`src/rtl/video_timing_gen.sv`:
```
// Raster timing generator: cascaded loadable H/V counters that reload their
// start values on terminal count, with registered blank/sync flags and a
// one-cycle frame-start strobe. Flags are updated from the counter's next
// value, so each flag always describes the H/V value currently on the ports.
module video_timing_gen #(
    parameter int unsigned    HW         = 9,
    parameter int unsigned    VW         = 9,
    parameter logic [HW-1:0]  H_START    = 9'h080,
    parameter logic [VW-1:0]  V_START    = 9'h0F8,
    parameter logic [HW-1:0]  HBLANK_ON  = 9'h180,
    parameter logic [HW-1:0]  HBLANK_OFF = 9'h080,
    parameter logic [HW-1:0]  HSYNC_ON   = 9'h1A0,
    parameter logic [HW-1:0]  HSYNC_OFF  = 9'h1C0,
    parameter logic [VW-1:0]  VBLANK_ON  = 9'h1F0,
    parameter logic [VW-1:0]  VBLANK_OFF = 9'h110,
    parameter logic [VW-1:0]  VSYNC_ON   = 9'h1F8,
    parameter logic [VW-1:0]  VSYNC_OFF  = 9'h1FC
) (
    input  logic          Clk,
    input  logic          Reset,
    input  logic          CE,
    output logic [HW-1:0] H,
    output logic [VW-1:0] V,
    output logic          H_TC,
    output logic          V_TC,
    output logic          HBLANK,
    output logic          VBLANK,
    output logic          HSYNC_n,
    output logic          VSYNC_n,
    output logic          FRAME_START
);

    logic [HW-1:0] h_next;
    logic [VW-1:0] v_next;
    logic          line_wrap;
    logic          frame_wrap;
    logic          hblank_next;
    logic          hsync_n_next;
    logic          vblank_next;
    logic          vsync_n_next;

    // Terminal counts are ungated by CE, like a 161 ripple-carry output
    assign H_TC = &H;
    assign V_TC = H_TC & (&V);

    // Next counter values and flag updates for the coming edge
    always_comb begin
        line_wrap    = CE & H_TC;
        frame_wrap   = CE & V_TC;
        h_next       = H;
        v_next       = V;
        hblank_next  = HBLANK;
        hsync_n_next = HSYNC_n;
        vblank_next  = VBLANK;
        vsync_n_next = VSYNC_n;

        if (CE) begin
            h_next = H_TC ? H_START : H + HW'(1);
            // Clear is tested first so an ON==OFF pair never asserts
            if (h_next == HBLANK_OFF) begin
                hblank_next = 1'b0;
            end else if (h_next == HBLANK_ON) begin
                hblank_next = 1'b1;
            end
            if (h_next == HSYNC_OFF) begin
                hsync_n_next = 1'b1;
            end else if (h_next == HSYNC_ON) begin
                hsync_n_next = 1'b0;
            end
        end

        if (line_wrap) begin
            v_next = (&V) ? V_START : V + VW'(1);
            if (v_next == VBLANK_OFF) begin
                vblank_next = 1'b0;
            end else if (v_next == VBLANK_ON) begin
                vblank_next = 1'b1;
            end
            if (v_next == VSYNC_OFF) begin
                vsync_n_next = 1'b1;
            end else if (v_next == VSYNC_ON) begin
                vsync_n_next = 1'b0;
            end
        end
    end

    // State register; reset dominates CE and restarts the raster cleanly
    always_ff @(posedge Clk) begin
        if (Reset) begin
            H           <= H_START;
            V           <= V_START;
            HBLANK      <= 1'b1;
            VBLANK      <= 1'b1;
            HSYNC_n     <= 1'b1;
            VSYNC_n     <= 1'b1;
            FRAME_START <= 1'b0;
        end else begin
            H           <= h_next;
            V           <= v_next;
            HBLANK      <= hblank_next;
            VBLANK      <= vblank_next;
            HSYNC_n     <= hsync_n_next;
            VSYNC_n     <= vsync_n_next;
            FRAME_START <= frame_wrap;
        end
    end

endmodule

```
`config.mk`:
```
export PLATFORM = sky130hd
export DESIGN_NAME = video_timing_gen
export DESIGN_NICKNAME = d
export VERILOG_FILES = /design/src/rtl/video_timing_gen.sv
export SDC_FILE = /design/constraint.sdc
export NUM_CORES = 1
export LEC_CHECK = 0
export BUFFER_PORTS_ARGS = -buffer_cell sky130_fd_sc_hd__buf_2
export CAP_MARGIN = 20
export CELL_PAD_IN_SITES_DETAIL_PLACEMENT = 2
export CELL_PAD_IN_SITES_GLOBAL_PLACEMENT = 2
export CORE_UTILIZATION = 27
export CTS_CLUSTER_SIZE = 8
export DETAILED_ROUTE_END_ITERATION = 10
export GPL_ROUTABILITY_DRIVEN = 0
export HOLD_SLACK_MARGIN = 0.1
export PLACE_DENSITY = 0.71
export SKIP_CTS_REPAIR_TIMING = 1
export SLEW_MARGIN = 40
export SYNTH_ARGS = -nofsm -noshare
export SYNTH_HDL_FRONTEND = slang
export SYNTH_SLANG_ARGS = --single-unit
```
`constraint.sdc`:
```
create_clock -name Clk -period 2.75 [get_ports Clk]
set_input_delay 0.1375 -clock Clk [delete_from_list [all_inputs] [get_ports Clk]]
set_output_delay 0.1375 -clock Clk [all_outputs]
set_load 0.02 [all_outputs]
```
Word-level counts from Yosys, hierarchy flattened:

Index checks and enable logic that the tools add are counted.
Widths: inputs -> output; s select.

* memories kept: 0
* bits in latches: 0
* ROM bits: 0
* logic and storage cells: 40
* output and inout port bits: 25
* register bits: 23
* input port bits: 3
* RAM bits: 0

* bitwise operators: 3
* multiplexer cells: 10
* add/sub/neg operators: 2
* order comparisons: 0
* $mul: 0
* equal/unequal tests: 8
* div/mod/pow operators: 0
* reductions and logical operators: 10
* shift-type cells: 0

Operators with widths (number)
* $eq 9x9->1 const B: 7
* $add 9x1->9 const B: 2
* $mux 9: 2
* $reduce_and 9->1: 2
* $eq 9x8->1 const B: 1
* $mux 1: 8
* $reduce_and 2->1: 4
* $reduce_bool 2->1: 4
* $and 1x1->1: 3

Longest topological paths before layout:

Gate-level depths: netlist of run 1.

* depth after elaboration: 5
* mapped depth: 12
* gate-level depth less buffers: 10

Worst setup path before layout of run 1:

Ideal clock, no wire load.

* path type: flip-flop to flip-flop
* from: reg H[0]
* to: reg VBLANK
* required time: 2621 ps
* data arrival time: 2836 ps
* stages on the path, launching flop included: 13
* path buffers: 2
* setup time: 129 ps
* clock period less this slack: 2965 ps
* path slack: -215 ps
* cells stage by stage: dfxtp_1 -> ha_1 -> and3_1 -> nand3_1 -> nor2_1 -> ha_1 -> buf_4 -> and2_4 -> buf_6 -> and3_1 -> or3b_1 -> o41ai_2 -> nand3_1

* word-level cells in the longest chain between the ends: 3

RTL lines
* from (decl): RTL line 22 `output logic [HW-1:0] H,`
* from (signal assigned): RTL line 98 `H <= h_next;`
* $reduce_and 9->1: RTL line 43 `assign H_TC = &H;`
* named net H_TC: RTL line 24 `output logic H_TC,`
* $and 1x1->1: RTL line 48 `line_wrap = CE & H_TC;`
* $reduce_and 2->1 (no line)
* to (signal assigned): RTL line 101 `VBLANK <= vblank_next;`
* to (decl): RTL line 27 `output logic VBLANK,`

The timed path passes the listed nets, and every way through them passes these cells.
A chain may end at the register's enable or synchronous reset.

Final worst setup path of run 1:

* from: reg H[1]
* to: reg VBLANK

* word-level cells in the longest chain between the ends: 3

RTL lines (RTL line)
* $reduce_and 9->1: 43
* $and 1x1->1: 48
* $reduce_and 2->1 (no line)

Every way passes these cells.

==> results of run 1 <==
-- cells by family after synthesis --
group / after synthesis / share of synthesized area
AO/OA/AOI/OAI: 39 / 0.181
AND/OR/NAND/NOR: 90 / 0.326
XOR/XNOR: 5 / 0.0319
adder cells (fa/ha/maj): 5 / 0.0456
flip-flops: 23 / 0.336
multiplexers: 5 / 0.0365
buffers and inverters: 13 / 0.0438
-- power by group --
group	leakage [nW]	switching, mW	internal (mW)
Sequential	0.187	0.00514	0.336
Combinational	0.503	0.0218	0.0106
Clock	0.0255	0.116	0.101
Total	0.716	0.143	0.448
-- flip-flops by register name, summed over array words and instances, names as in the netlist --
signal and count:
H 9, V 9, FRAME_START 1, HBLANK 1, HSYNC_n 1, VBLANK 1
VSYNC_n 1
-- worst max-delay path, stage by stage, from the launching register on --
cell	delay, ns
dfxtp_2	0.40
ha_4	0.17
and3_1	0.21
nand3_2	0.13
nor2_1	0.13
ha_2	0.19
and2_4	0.20
and3_1	0.19
or3b_1	0.40
o41ai_2	0.36
nand3_1	0.12
-- stage by stage --
stage	hold WS, ns	instance area [um2]
2_1_floorplan	0.440	1390
3_3_place_gp	0.491	1610
3_5_place_dp	0.509	1610
4_1_cts	0.259	1660
5_1_grt	0.273	1670
6_report	0.260	1670
-- cell type report --
class / count / area [um2]
well taps: 67 / 83.8
repair buffers: 34 / 188
flip-flops and latches: 23 / 465
clock inverters: 1 / 5.00
fillers: 603 / 3150
clock buffers: 3 / 41.3
multi-input cells: 144 / 871
inverters: 3 / 11.3
-- worst paths after layout --
path               start     end  depth (start not counted)
hold / removal     Reset    H[6]                          2
setup / recovery    H[1]  VBLANK                         10
hold reg to reg   HBLANK  HBLANK                          2
setup reg to reg    H[1]  VBLANK                         10
-- Yosys cell counts, drive strengths merged (3+ instances only) --
library cell  instances  area (um2)
nand2                21        78.8
nand3                12        60.1
a31oi                 3        18.8
and3                 12        75.1
nor2                 21        78.8
xor2                  3        26.3
clkbuf                7        26.3
and2                  4        27.5
o21ai                12        60.1
inv                   3        11.3
nor3                  7        35.0
a21oi                10        50.1
mux2i                 5        50.1
buf                   3        22.5
dfxtp                23         460
ha                    5        62.6
-- metal layers --
metal,vias up,routed length (um),GRT usage
met5,-,0,0
met4,0,61,0.0523
met3,6,119,0.0233
met2,22,2290,0.328
met1,708,2160,0.247
li1,696,-,-
==> reports/qor.yml, run 1 <==
routing:
  totalWireLength_um: 4630
  antenna_left: 0
  vias: 1432
  first_pass_iters: 4
  drt-initial-drc-count: 63
  wl_per_cell_um: 16.8
  drc: 0
  viasPerCell: 5.21
die:
  boundaryPins: 28
  start_util: 0.285
  die_area_um2: 5370
  die_y_um: 73.3
  fp.dieW_um: 73.3
  coreArea_um2: 4820
  row_count: 25
timing:
  fin_crit_sh: 0.948
  fmax_mhz: 384
  final-setup-viol-count: 0
  finalCriticalPeriod_ns: 2.61
  tns_ns: 0
  finalHoldViolCount: 0
  rsz0062_at_grt: "false"
  max-slew-margin-rel: 0.733
  drv_slew: 0
  skew_ns: 0.00579
  worstMarginPinSlew_ns: 0.398
  fin_ws_ns: 0.144
grt:
  grt_pass1_wl_um: 7740
  grt-ovfl-total: 0
  antenna_found_initial: 0
  grt_pass1_vias: 1553
  grt_max_degree: 20
  grt_usage: 0.190
power:
  pwr_density_cell_nw_per_um2: 355
  total_power_mw: 0.591
  max-vdd-ir-drop_mv: 0.265
  leakage_nw: 0.716
flow_run:
  maxCapViolations: 0
synth:
  synthCells: 180
  synthFlopType: "dfxtp_1"
  syn_nets: 188
  synth-warning-count: 0
  synth_seq_area_share: 0.336
  avgSynthCellArea_um2: 7.62
  yosysUniqueCellTypes: 41
  ys_seq_elements: 23
  synth_area_um2: 1370
  synth_edf_count: 0
  synth-async-reset-ratio: 0
layout:
  num-nets-final: 217
  layout_commonest_cell: "buf_2"
  drive_gt1_frac: 0.221
  layout.cells.non_filler: 275
  final_cell_mix: "buf_2 (27), dfxtp_1 (21), nand2_1 (21), nor2_1 (21), and3_1 (12)"
  area_delta_synth_final_pct: 21.4
  antenna_cells: 0
  utilization: 0.346
worst_setup_path:
  reg2reg_slack_ns: 0.14
  start_kind: "register"
  critPathCaptureType: "register"
  worstSetupPathType: "reg -> reg"
  worstPathArrival_ns: 2.75
  crit_required_ns: 2.89
  cp_max_fo: 10
clock_tree:
  clk_latency_ns: 0.27
  cts_tree: "yes"
  cts_made_buffers: 3
  cts.reportedPaths.clkPinSlew_ns: 0.09
  clk_path_buf_depth: 2
  cts.sinks: 23
  htreeDepth: 1
  root_buffer: "clkbuf_8"
place:
  pre_cts_ws_ns: 0.124
  port_buffers: 27
  dpl.hpwl_um: 3610
  place_inst: 271
status:
  outcome: "complete, no violations"
worst_hold_path:
  min_path_type: "in -> reg"
No activity file was read; power rests on OpenSTA's default activity.
==> run 2: changes to the inputs <==
--- a/config.mk
+++ b/config.mk
@@ -5,16 +5,16 @@
 export SDC_FILE = /design/constraint.sdc
 export NUM_CORES = 1
 export LEC_CHECK = 0
-export BUFFER_PORTS_ARGS = -buffer_cell sky130_fd_sc_hd__buf_2
+export BUFFER_PORTS_ARGS = -buffer_cell sky130_fd_sc_hd__clkbuf_2
 export CAP_MARGIN = 20
 export CELL_PAD_IN_SITES_DETAIL_PLACEMENT = 2
 export CELL_PAD_IN_SITES_GLOBAL_PLACEMENT = 2
-export CORE_UTILIZATION = 27
+export CORE_UTILIZATION = 33
 export CTS_CLUSTER_SIZE = 8
 export DETAILED_ROUTE_END_ITERATION = 10
 export GPL_ROUTABILITY_DRIVEN = 0
 export HOLD_SLACK_MARGIN = 0.1
-export PLACE_DENSITY = 0.71
+export PLACE_DENSITY = 0.82
 export SKIP_CTS_REPAIR_TIMING = 1
 export SLEW_MARGIN = 40
 export SYNTH_ARGS = -nofsm -noshare
==> constraint.sdc (replaced) <==
create_clock -name Clk -period 3.2 [get_ports Clk]
set_input_delay 0.16 -clock Clk [delete_from_list [all_inputs] [get_ports Clk]]
set_output_delay 0.16 -clock Clk [all_outputs]
set_load 0.02 [all_outputs]
==> run 2 against run 1 <==
Clock power shrank 15%. Via count decreased by 1.8%. Count of clock-buffer cells in the layout grew 1. Critical path depth is the same. Register-to-register slack better by 0.21 ns. Clock skew barely moved. Critical path type unchanged. Critical endpoint unchanged. Largest power group unchanged.
==> reports/qor.yml, run 2 (synthesis gave the netlist of run 1 again) <==
clock_tree:
  clk_latency_ns: 0.27  # about the same
  cts.sinks: 23  # unchanged
  cts_made_buffers: 3  # unchanged
  cts.reportedPaths.clkPinSlew_ns: 0.09  # about the same
  clk_path_buf_depth: 2  # unchanged
  cts_tree: "yes"
  root_buffer: "clkbuf_8"
  htreeDepth: 1  # unchanged
worst_setup_path:
  worstSetupPathType: "reg -> reg"
  crit_slowest_cell: "dfxtp_1"
  crit_chain: "ha_1 -> and3_1 -> nand3_1 -> nor2_1 -> ha_1 -> and2_4 -> and3_1 -> or3b_1 -> o41ai_2 -> nand3_1"
  worstPathArrival_ns: 3.00  # +0.25 ns
  cp_max_fo: 10  # unchanged
  r2r_start: "H[0]"
  reg2reg_slack_ns: 0.35  # +0.21 ns
  crit_family: "simple AND/OR/NAND/NOR gates"
  path_buf_inv: 0  # unchanged
  r2r-end: "VBLANK"
  cp.depth: 10  # unchanged
  crit_start: "H[0]"
  r2r_cells: 10  # unchanged
  critPathCaptureType: "register"
  start_kind: "register"
  endpoint: "VBLANK"
  crit_required_ns: 3.35  # +0.46 ns
  slowest_delay_ns: 0.45  # +0.05 ns
timing:
  rsz0062_at_grt: "false"
  final-setup-viol-count: 0  # unchanged
  finalCriticalPeriod_ns: 2.85  # +0.244 ns
  tns_ns: 0  # unchanged
  worstMarginPinSlew_ns: 0.474  # +0.0760 ns
  max-slew-margin-rel: 0.684  # -0.0490
  fin_ws_ns: 0.349  # +0.206 ns
  skew_ns: 0.00533  # -0.000467 ns
  finalHoldViolCount: 0  # unchanged
  fin_crit_sh: 0.891  # -0.0570
  drv_slew: 0  # unchanged
  fmax_mhz: 351  # -8.6%
grt:
  grt_usage: 0.213  # +0.0233
  gr-usage-met1: 0.244  # -0.00372
  grt-ovfl-total: 0  # unchanged
  grt_pass1_vias: 1475  # -5.0%
  use_met2: 0.392  # +0.0634
  grt.busiest_layer: "met2"
  grtUsageMet3: 0.0325  # +0.00921
  grt_max_degree: 20  # unchanged
  antenna_found_initial: 0  # unchanged
  grt_pass1_wl_um: 7110  # -8.1%
layout:
  layout_commonest_cell: "clkbuf_2"
  utilization: 0.393  # +0.0475
  drive_gt1_frac: 0.168  # -0.0528
  layout.cells.non_filler: 252  # -8.4%
  final_cell_mix: "clkbuf_2 (27), dfxtp_1 (23), nand2_1 (21), nor2_1 (21)"
  reg_top3: "H: 9 flops, V: 9 flops"
  antenna_cells: 0  # unchanged
  design_area_um2: 1570  # -5.6%
  nFillCells: 468  # -22%
  area_delta_synth_final_pct: 14.7
  num-nets-final: 211  # -2.8%
status:
  outcome: "complete, no violations"
die:
  die_y_um: 66.5  # -9.3%
  die_area_um2: 4420  # -18%
  coreArea_um2: 4000  # -17%
  boundaryPins: 28  # unchanged
  fp.dieW_um: 66.5  # -9.3%
  start_util: 0.343  # +0.0581
  row_count: 23  # -8.0%
place:
  dpl.hpwl_um: 3260  # -9.8%
  place_inst: 248  # -8.5%
  placed_cell_area_um2: 1530  # -5.3%
  pre_cts_ws_ns: 0.335  # +0.211 ns
  port_buffers: 27  # unchanged
routing:
  vias: 1406  # -1.8%
  antenna_left: 0  # unchanged
  first_pass_iters: 2  # -2
  drc: 0  # unchanged
  totalWireLength_um: 4320  # -6.7%
  viasPerCell: 5.58  # +7.1%
  drt-initial-drc-count: 53  # -16%
  wl_per_cell_um: 17.1  # +1.8%
power:
  leakage_nw: 0.686  # -4.1%
  pwr_density_cell_nw_per_um2: 320  # -9.8%
  max-vdd-ir-drop_mv: 0.117  # -56%
worst_hold_path:
  min_path_type: "in -> reg"
flow_run:
  maxCapViolations: 0  # unchanged
==> run 2: changes by cell type in the layout (fill, tap and decap cells not counted), sizes merged <==
cell,before,now
buf,34,1
clkinv,1,0
clkbuf,3,31
==> run 2: worst min path at each step <==
| stage | end | cells after the start | startpoint | slack (ns) |
|---|---|---|---|---|
| after global routing | V[2] | 2 | Reset | 0.41 |
| after global placement | V[8] | 2 | V[8] | 0.49 |
| after CTS | V[2] | 2 | Reset | 0.38 |
| final | V[8] | 2 | Reset | 0.38 |
| after floorplan | HBLANK | 4 | CE | 0.46 |
| after detailed placement | V[8] | 2 | V[8] | 0.49 |
==> run 2: cell type report <==
cell class              instances  area [um2]  area share
flip-flops and latches         23         460       0.293
multi-input cells             144         851       0.541
well taps                      50        62.6      0.0398
clock buffers                   4        45.0      0.0286
inverters                       3        11.3     0.00716
repair buffers                 28         143      0.0907
==> run 2: stage by stage <==
stage	power [mW]	hold WS, ns
3_3_place_gp	0.323	0.486
6_report	0.503	0.384
2_1_floorplan	0.316	0.463
3_5_place_dp	0.326	0.488
4_1_cts	0.510	0.376
5_1_grt	0.526	0.407
==> run 2: per-layer routing <==
layer,up-vias,share of wire
met5,-,0
met2,28,0.51
met1,679,0.44
li1,689,-
met4,0,0.022
met3,10,0.025
==> run 2: worst reg2reg max path: cells and delay by family (launching register included) <==
family / cells / cell delay (ns)
flops: 1 / 0.45
simple gates: 7 / 1.44
compound gates: 1 / 0.36
fa+ha+maj: 2 / 0.50
==> run 2: report_power, final <==
group          switching [mW]  internal [mW]
combinational          0.0189        0.00760
clock                  0.0958         0.0889
sequential            0.00385          0.288
total                   0.119          0.385
